<file path="config.mk">
export PLATFORM = sky130hd
export DESIGN_NAME = oc8051_tc_multi
export DESIGN_NICKNAME = d
export VERILOG_FILES = /design/src/rtl/oc8051_tc_multi.sv
export SDC_FILE = /design/constraint.sdc
export NUM_CORES = 1
export LEC_CHECK = 0
export ABC_AREA = 1
export BUFFER_PORTS_ARGS = -buffer_cell sky130_fd_sc_hd__buf_4
export CORE_MARGIN = 5
export CORE_UTILIZATION = 60
export CTS_CLUSTER_SIZE = 24
export DETAILED_ROUTE_END_ITERATION = 8
export PLACE_DENSITY = 0.85
export SYNTH_ARGS = -nofsm -noshare
export SYNTH_HDL_FRONTEND = slang
export SYNTH_SLANG_ARGS = --single-unit
</file>
<file path="constraint.sdc">
create_clock -name clk -period 1.95 [get_ports clk]
set_input_delay 0.39 -clock clk [delete_from_list [all_inputs] [get_ports clk]]
set_output_delay 0.39 -clock clk [all_outputs]
set_load 0.02 [all_outputs]
</file>
<file path="src/rtl/oc8051_tc_multi.sv">
// oc8051_tc_multi
//   NCH-channel 16-bit timer/counter that sits in the oc8051 SFR space.
//   Each channel supports four modes: free-run, auto-reload, capture and
//   compare. Each channel also has RUN and GATE controls, and selects its
//   count source with CT: either the shared prescaler or the falling edge
//   of its t_in pin.
//
//   Register window per channel c, at BASE + 8*c:
//     +0 CTRL   {1'b0, CF, TF, RUN, GATE, CT, MODE[1:0]}
//     +1 CNT_LO  +2 CNT_HI  +3 RLD_LO  +4 RLD_HI  +5..+7 read as 0
//
// Ports
//   clk, rst              clock, synchronous active-high reset
//   wr_addr, data_in, wr  SFR byte write (qualified by wr_bit == 0)
//   wr_bit                bit-write qualifier, blocks byte writes when 1
//   rd_addr               SFR read address
//   t_in[NCH]             external count inputs (falling edge counts)
//   gate_in[NCH]          gate inputs (used when GATE = 1)
//   cap_in[NCH]           capture inputs (falling edge captures)
//   data_out, rd_hit      registered read data / address-decoded flag
//   tf[NCH], cf[NCH]      overflow/compare and capture flags
module oc8051_tc_multi #(
  parameter int         NCH     = 2,
  parameter logic [7:0] BASE    = 8'hC0,
  parameter int         PRESC_W = 0
) (
  input  logic           clk,
  input  logic           rst,
  input  logic [7:0]     wr_addr,
  input  logic [7:0]     rd_addr,
  input  logic [7:0]     data_in,
  input  logic           wr,
  input  logic           wr_bit,
  input  logic [NCH-1:0] t_in,
  input  logic [NCH-1:0] gate_in,
  input  logic [NCH-1:0] cap_in,
  output logic [7:0]     data_out,
  output logic           rd_hit,
  output logic [NCH-1:0] tf,
  output logic [NCH-1:0] cf
);

  localparam int PW = (PRESC_W > 0) ? PRESC_W : 1;

  localparam logic [1:0] MODE_FREE = 2'b00;
  localparam logic [1:0] MODE_RLD  = 2'b01;
  localparam logic [1:0] MODE_CAP  = 2'b10;
  localparam logic [1:0] MODE_CMP  = 2'b11;

  localparam logic [2:0] OFF_CTRL   = 3'd0;
  localparam logic [2:0] OFF_CNT_LO = 3'd1;
  localparam logic [2:0] OFF_CNT_HI = 3'd2;
  localparam logic [2:0] OFF_RLD_LO = 3'd3;
  localparam logic [2:0] OFF_RLD_HI = 3'd4;

  logic [NCH-1:0][4:0]  ctrl_q, ctrl_d;
  logic [NCH-1:0][15:0] cnt_q, cnt_d;
  logic [NCH-1:0][15:0] rld_q, rld_d;
  logic [NCH-1:0]       tf_q, tf_d;
  logic [NCH-1:0]       cf_q, cf_d;
  logic [NCH-1:0]       t_buf_q, t_buf_d;
  logic [NCH-1:0]       cap_buf_q, cap_buf_d;
  logic [PW-1:0]        presc_q, presc_d;
  logic [7:0]           data_out_q, data_out_d;
  logic                 rd_hit_q, rd_hit_d;

  logic                 presc_stb;
  logic [NCH-1:0]       t_fall;
  logic [NCH-1:0]       cap_fall;
  logic [NCH-1:0]       inc;
  logic [NCH-1:0]       tf_set;
  logic [NCH-1:0]       cf_set;
  logic [NCH-1:0]       wr_sel;

  logic                 wr_en;
  logic                 wr_blk;
  logic [1:0]           wr_ch;
  logic [2:0]           wr_off;
  logic                 rd_blk;
  logic [1:0]           rd_ch;
  logic [2:0]           rd_off;
  logic                 rd_valid;

  // True when a 2-bit channel index names an implemented channel.
  function automatic logic ch_exists(input logic [1:0] ch);
    return ({1'b0, ch} < 3'(NCH));
  endfunction

  // Address split: window select [7:5], channel [4:3], register offset [2:0].
  always_comb begin
    wr_en    = wr & ~wr_bit;
    wr_blk   = (wr_addr[7:5] == BASE[7:5]);
    wr_ch    = wr_addr[4:3];
    wr_off   = wr_addr[2:0];
    rd_blk   = (rd_addr[7:5] == BASE[7:5]);
    rd_ch    = rd_addr[4:3];
    rd_off   = rd_addr[2:0];
    rd_valid = rd_blk & ch_exists(rd_ch);
  end

  // Free-running divider shared by all channels. With PRESC_W = 0 it
  // strobes every cycle and the counter stays at zero.
  always_comb begin
    if (PRESC_W == 0) begin
      presc_d   = '0;
      presc_stb = 1'b1;
    end else begin
      presc_d   = presc_q + 1'b1;
      presc_stb = (presc_q == {PW{1'b1}});
    end
  end

  // Edge detection: the buffered value is last cycle's pin level.
  always_comb begin
    t_buf_d   = t_in;
    cap_buf_d = cap_in;
    t_fall    = t_buf_q & ~t_in;
    cap_fall  = cap_buf_q & ~cap_in;
  end

  // Per-channel counting, register writes and flag update.
  always_comb begin
    ctrl_d = ctrl_q;
    cnt_d  = cnt_q;
    rld_d  = rld_q;
    tf_d   = tf_q;
    cf_d   = cf_q;
    inc    = '0;
    tf_set = '0;
    cf_set = '0;
    wr_sel = '0;
    for (int c = 0; c < NCH; c++) begin
      wr_sel[c] = wr_en & wr_blk & (wr_ch == 2'(c));

      // CTRL bit 4 = RUN, 3 = GATE, 2 = CT.
      inc[c] = ctrl_q[c][4] & (~ctrl_q[c][3] | gate_in[c]) &
               (ctrl_q[c][2] ? t_fall[c] : presc_stb);

      if (inc[c]) begin
        unique case (ctrl_q[c][1:0])
          MODE_FREE, MODE_CAP: begin
            cnt_d[c]  = cnt_q[c] + 16'd1;
            tf_set[c] = (cnt_q[c] == 16'hFFFF);
          end
          MODE_RLD: begin
            if (cnt_q[c] == 16'hFFFF) begin
              cnt_d[c]  = rld_q[c];
              tf_set[c] = 1'b1;
            end else begin
              cnt_d[c] = cnt_q[c] + 16'd1;
            end
          end
          MODE_CMP: begin
            if (cnt_q[c] == rld_q[c]) begin
              cnt_d[c]  = 16'h0000;
              tf_set[c] = 1'b1;
            end else begin
              cnt_d[c] = cnt_q[c] + 16'd1;
            end
          end
          default: cnt_d[c] = cnt_q[c];
        endcase
      end

      // A software write to either count byte cancels the tick entirely:
      // the written byte loads, the other byte holds, and no TF is raised.
      if (wr_sel[c] && wr_off == OFF_CNT_LO) begin
        cnt_d[c]  = {cnt_q[c][15:8], data_in};
        tf_set[c] = 1'b0;
      end
      if (wr_sel[c] && wr_off == OFF_CNT_HI) begin
        cnt_d[c]  = {data_in, cnt_q[c][7:0]};
        tf_set[c] = 1'b0;
      end

      if (wr_sel[c] && wr_off == OFF_RLD_LO) rld_d[c][7:0]  = data_in;
      if (wr_sel[c] && wr_off == OFF_RLD_HI) rld_d[c][15:8] = data_in;

      // Capture ignores RUN and overrides a same-cycle RLD write; it
      // takes the count as it stood before this cycle's increment.
      if (ctrl_q[c][1:0] == MODE_CAP && cap_fall[c]) begin
        rld_d[c]  = cnt_q[c];
        cf_set[c] = 1'b1;
      end

      // Flags are write-0-to-clear; a hardware set in the same cycle wins.
      if (wr_sel[c] && wr_off == OFF_CTRL) begin
        ctrl_d[c] = data_in[4:0];
        if (!data_in[5]) tf_d[c] = 1'b0;
        if (!data_in[6]) cf_d[c] = 1'b0;
      end
      if (tf_set[c]) tf_d[c] = 1'b1;
      if (cf_set[c]) cf_d[c] = 1'b1;
    end
  end

  // Read mux. Count and reload bytes bypass a same-cycle write to the same
  // address. CTRL reads the pre-write state, so software sees the flags as
  // they were before its own clear.
  always_comb begin
    data_out_d = 8'h00;
    rd_hit_d   = rd_valid;
    if (rd_valid) begin
      for (int c = 0; c < NCH; c++) begin
        if (rd_ch == 2'(c)) begin
          unique case (rd_off)
            OFF_CTRL:   data_out_d = {1'b0, cf_q[c], tf_q[c], ctrl_q[c]};
            OFF_CNT_LO: data_out_d = cnt_q[c][7:0];
            OFF_CNT_HI: data_out_d = cnt_q[c][15:8];
            OFF_RLD_LO: data_out_d = rld_q[c][7:0];
            OFF_RLD_HI: data_out_d = rld_q[c][15:8];
            default:    data_out_d = 8'h00;
          endcase
        end
      end
      if (wr_en && wr_addr == rd_addr &&
          rd_off >= OFF_CNT_LO && rd_off <= OFF_RLD_HI) begin
        data_out_d = data_in;
      end
    end
  end

  always_ff @(posedge clk) begin
    if (rst) begin
      ctrl_q     <= '0;
      cnt_q      <= '0;
      rld_q      <= '0;
      tf_q       <= '0;
      cf_q       <= '0;
      t_buf_q    <= '0;
      cap_buf_q  <= '0;
      presc_q    <= '0;
      data_out_q <= 8'h00;
      rd_hit_q   <= 1'b0;
    end else begin
      ctrl_q     <= ctrl_d;
      cnt_q      <= cnt_d;
      rld_q      <= rld_d;
      tf_q       <= tf_d;
      cf_q       <= cf_d;
      t_buf_q    <= t_buf_d;
      cap_buf_q  <= cap_buf_d;
      presc_q    <= presc_d;
      data_out_q <= data_out_d;
      rd_hit_q   <= rd_hit_d;
    end
  end

  assign data_out = data_out_q;
  assign rd_hit   = rd_hit_q;
  assign tf       = tf_q;
  assign cf       = cf_q;

endmodule
</file>
Word level (Yosys, flattened, before mapping) --
Index checks and enable logic that the tools add are counted.
Operators by class: $add $sub $neg 2, $mul 0, div/mod/pow operators 0, magnitude comparators 3, eq/ne operators 29, shift-type cells 0, multiplexer cells 49, bitwise logic cells 21, reductions and logical operators 44
Operators by type and width (count):
- 2-to-1 mux 16 bit | 12
- case mux 16 bit (3 select lines) | 2
- case mux 8 bit (5 select lines) | 2
- 2-to-1 mux 8 bit | 7
- adder 16 x 1 -> 16 bit (second input constant) | 2
- == test 16 bit | 2
- == test 16 bit (second input constant) | 2
- 2-to-1 mux 1 bit | 24
- nonzero test 2 bit | 12
- AND reduction 2 bit | 8
- logical AND 1 bit | 15
- == test 3 x 2 -> 1 bit (second input constant) | 4
- == test 3 bit (second input constant) | 4
- != test 2 x 1 -> 1 bit (second input constant) | 6
- AND 1 bit | 9
- == test 2 x 1 -> 1 bit (second input constant) | 4
- == test 2 bit (second input constant) | 4
- == test 8 bit | 1
- zero test 2 bit | 4
- == test 3 x 1 -> 1 bit (second input constant) | 2
- zero test 3 bit | 2
- NOT 1 bit | 6
- case mux 1 bit (3 select lines) | 2
- OR reduction 2 bit | 3
- other kinds (6) | 9
Storage, ports and cells: register bits 91, latch bits 0, bits in writable memories 0, memory bits (read-only) 0, output and inout port bits 13, logic and storage cells 166, memories kept 0

Logic depth before layout (Yosys ltp) --
depth in word-level cells 9, mapped depth 12

Least setup slack after synthesis --
No wires, ideal clock.
kind register -> register, start register cnt_q[16] (netlist bit), end register cnt_q[30] (netlist bit), setup time 117 ps, arrival 1665 ps, path slack 168 ps, cell stages (with the launch flop) 13, buffers on the path 0, clock period less this slack 1782 ps, cell sequence dfxtp_1 > ha_1 > nand3_1 > nor2_2 > nand2_1 > inv_1 > nand2_1 > nor2_4 > nand2_2 > o21ai_0 > nor2_1 > nor2_1 > nor2_1
Between the ends: word-level cells in the longest chain between the ends 6
Ends and longest elaborated chain:
- start: declaration | line 57 | logic [NCH-1:0][15:0] cnt_q, cnt_d;
- start signal: assignment | line 237 | cnt_q <= cnt_d;
- adder 16 x 1 -> 16 bit (tied with other cells) | line 142, 150, 158
- 2-to-1 mux 16 bit, on equally long branches | line 154, 146
- case mux 16 bit (3 select lines) * | line 140 | unique case (ctrl_q[c][1:0])
- 2-to-1 mux 16 bit * | line 139 | if (inc[c]) begin
- 2-to-1 mux 16 bit * | line 167 | if (wr_sel[c] && wr_off == OFF_CNT_LO) begin
- 2-to-1 mux 16 bit * | line 171 | if (wr_sel[c] && wr_off == OFF_CNT_HI) begin
Every way passes the cells marked *; elsewhere a longest branch is shown, timed or not. The select of a mux whose other input is x is not followed. A chain may end at the register's enable or synchronous reset.

Worst setup path in the final report --
start register cnt_q[0] (netlist bit), end register tf_q[0] (netlist: tf[0])
Between the ends: word-level cells in the longest chain between the ends 8
Ends and longest elaborated chain:
- == test 16 bit, on equally long branches | line 154, 143, 146
- 2-to-1 mux 1 bit, on equally long branches | line 154, 146
- case mux 1 bit (3 select lines) * | line 140
- 2-to-1 mux 1 bit * | line 139
- 2-to-1 mux 1 bit * | line 167
- 2-to-1 mux 1 bit * | line 171
- != test 2 x 1 -> 1 bit (no line) / nonzero test 2 bit (equally long branches)
- AND reduction 2 bit (no line)
- end signal: assignment | line 239 | tf_q <= tf_d;
- end: declaration | line 59 | logic [NCH-1:0] tf_q, tf_d;
Every way passes the cells marked *; elsewhere a longest branch is shown, timed or not.

==> metrics.md <==
| Metric | Value |
|---|---|
| PortBufs | 46 |
| Diodes inserted | 0 |
| TritonCTS clock tree | yes |
| Synthesized area | 6470 sq um |
| Rel. slew slack | 42.0% |
| DR WL/cell | 18.4 um |
| Share of cells above drive strength 1 | 18.2% |
| Worst-skew pair later-pin latency | 0.39 ns |
| # setup viols final | 0 |
| Critical-path top delay cell | dfxtp_2 |
| Tightest Pin Transition | 0.861 ns |
| Slew Limit Fails | 0 |
| Peak supply drop | 396 uV |
| WS Path Type | reg2reg |
| Clk sinks | 91 |
| Initial antenna violation count | 0 |
| Hold Fails Final Rpt | 0 |
| Starting density of the core | 60.5% |
| Reg clk slew, reported paths | 0.10 ns |
| Lkg Pwr | 3.55 nW |
| Final worst setup slack | 0.0809 ns |
| RePlAce Congestion | 1.06 |
| DR vias | 8185 |
| Syn Nets | 1133 |
| Clk_skew | 0.0155 ns |
| Die Y | 114 um |
| DRT Wirelength | 25100 um |
| Cells along the critical path | ha_4, nand2_2, nor2_4, nand3_4, nor3_4, buf_4, inv_1, o21ai_0, nand4_1, a21oi_1 |
| TritonRoute pass-1 iters | 7 |
| Routed Antenna Nets | 0 |
| Worst setup endpoint | tf[0] |
| Synth Area in XOR/XNOR | 3.66% |
| H-Tree Depth | 3 |
| Final period util | 95.9% |
| Worst Setup End Kind | flip-flop |
| CP arrival | 2.17 ns |
| Seq/Total Area, Yosys | 28.2% |
| Chip width | 114 um |
| Root Buffer | clkbuf_8 |
| Fmax | 535 MHz |
| Top-level port count | 47 |
| Layout area overhead | 22.4% |
| Cells after Synth | 1097 |
| CTS buffer count | 9 |
| FF-to-FF Start | cnt_q[0] |
| Hold WC Path Type | in2reg |
| Congestion Overflow GR | 0 |
| Largest family of logic cells by synthesized area | simple AND/OR/NAND/NOR gates |
| Setup TNS | 0 ns |
| First-pass GRT wire length | 38900 um |
| Post-synthesis simple-gate area fraction | 37.8% |
| WHS Path Cells | 3 |
| Min-delay src | t_in[1] |
| Site row count | 38 |
| Tot Pwr | 3.46 mW |
| Flops & latches, synth | 91 |
| Core area | 10700 sq um |
| Minimum clock period | 1.87 ns |
| Crit. Startpoint | cnt_q[0] |
| Worst R2R Setup Slack | 0.08 ns |
| CP Launch Type | flip-flop |
| Hpwl dp | 19500 um |
| Worst R2R End | tf[0] |
| Warnings from Yosys | 0 |
| Die ar. | 13000 sq um |
| Post-synthesis compound-gate area fraction | 20.4% |
| Mean Syn Cell Area | 5.90 sq um |
| CTS Hold Bufs | 0 |
| Vias per cell | 5.98 |
| Setup WS pre-CTS | -0.00979 ns |
| Max-Cap Viols | 0 |
| Largest net degree at the start of global routing | 58 |
| Tot GR Track Use | 38.4% |
| Post-synthesis mux area share | 0% |
| Number of global-route vias before repair | 7302 |
| Status | finished, final reports clean |
| Final Net Count | 1259 |
| Worst r2r path cells | 10 |
| Yosys cell types | 39 |
| Buffer depth of the longest clock path | 2 |
| Largest stage delay on the critical path | 0.37 ns |
| Pwr dens | 437 nW/um^2 |
| CP required | 2.25 ns |
| DRC viols | 0 |
| Post-Synth Adder-Cell Area | 0.387% |
| Initial DRC count | 1162 |
| CP max FO | 6 |
-- cell usage in the layout (no fill, tap or decap), types with 23 or more instances in the layout --
cell,instances
dfxtp_1,74
xor2_1,27
inv_1,115
nor2_1,161
a21oi_1,101
nand3_1,61
nand2_1,296
o21ai_0,89
buf_4,140
o22ai_1,23
-- synthesized netlist by cell type, drive strengths merged --
library cell,instances,area (sq um)
clkinv,3,17.5
and2,1,7.51
nor2,172,676
nor3,10,71.3
dfxtp,91,1820
nand3,67,363
o221ai,9,78.8
a32oi,1,8.76
nand4,20,125
xor2,27,236
clkbuf,20,75.1
nor4,3,33.8
nand2,304,1160
o22ai,23,144
nor3b,1,7.51
ha,2,25.0
o31ai,6,45.0
a21oi,102,514
o21ai,103,523
a22o,1,8.76
buf,9,68.8
inv,122,458
-- stage by stage --
stage	utilization [%]	hold WS (ns)	instance area, sq um	instances
4_1_cts	72.8	0.220	7790	1365
3_3_place_gp	71.0	0.465	7590	1349
2_1_floorplan	-	0.440	6470	1097
3_5_place_dp	71.0	0.471	7590	1349
5_1_grt	74.0	0.261	7920	1368
6_report	74.0	0.222	7920	1368
-- logic make-up (layout without fill, tap and decap cells) --
group                    after synthesis  after routing
flip-flops                            91             91
AO/OA/AOI/OAI                        245            245
buffers and inverters                154            285
adder cells (fa/ha/maj)                2              2
AND/OR/NAND/NOR                      578            578
XOR/XNOR                              27             27
-- final cells by class --
class	count	area (sq um)
inverter	125	475
sequential	91	1840
tap	140	175
timing repair buffer	144	1120
clock buffer	12	165
fill	933	2780
multi-input combinational	852	4100
clock inverter	4	32.5
-- per-layer routing --
metal  global-route usage, %  vias up  part of all wire [%]
met5                       0        -                     0
met4                    13.3        0                   3.1
met3                    8.65       71                    15
met2                    54.5      580                    41
met1                    56.9     3688                    42
li1                        -     3846                     -
-- critical path, delay by kind of cell, from the launching register on --
| kind | cells | cell delay [ns] |
|---|---|---|
| buffers and inverters | 2 | 0.21 |
| and+or+nand+nor | 5 | 0.76 |
| AOI/OAI and AO/OA | 2 | 0.30 |
| adders and majority gates | 1 | 0.14 |
| DFF | 1 | 0.37 |
-- power breakdown --
part           switching [mW]  internal [mW]  total (mW)
clock network           0.730          0.575        1.31
registers             0.00401           1.86        1.87
logic                   0.191         0.0986       0.290
total                   0.925           2.54        3.46
-- sequential cells by signal (all words and copies together) (netlist names) --
register / flops
cap_buf_q: 2
cf: 2
cnt_q: 32
ctrl_q: 10
data_out: 8
rd_hit: 1
rld_q: 32
t_buf_q: 2
tf: 2
-- worst min-delay path by stage --
stage,end,slack [ns]
2_1_floorplan,ctrl_q[9],0.44
3_3_place_gp,rld_q[13],0.47
3_5_place_dp,rld_q[28],0.47
4_1_cts,t_buf_q[1],0.22
5_1_grt,t_buf_q[1],0.26
6_report,t_buf_q[1],0.22
-- what timing repair did --
action / CTS / global route
setup buffers: 0 / 3
gates resized for setup: 0 / 37
endpoints found under the hold margin: 0 / 0
endpoints found under the setup margin: 0 / 31
Power figures use the tool's default switching activity.
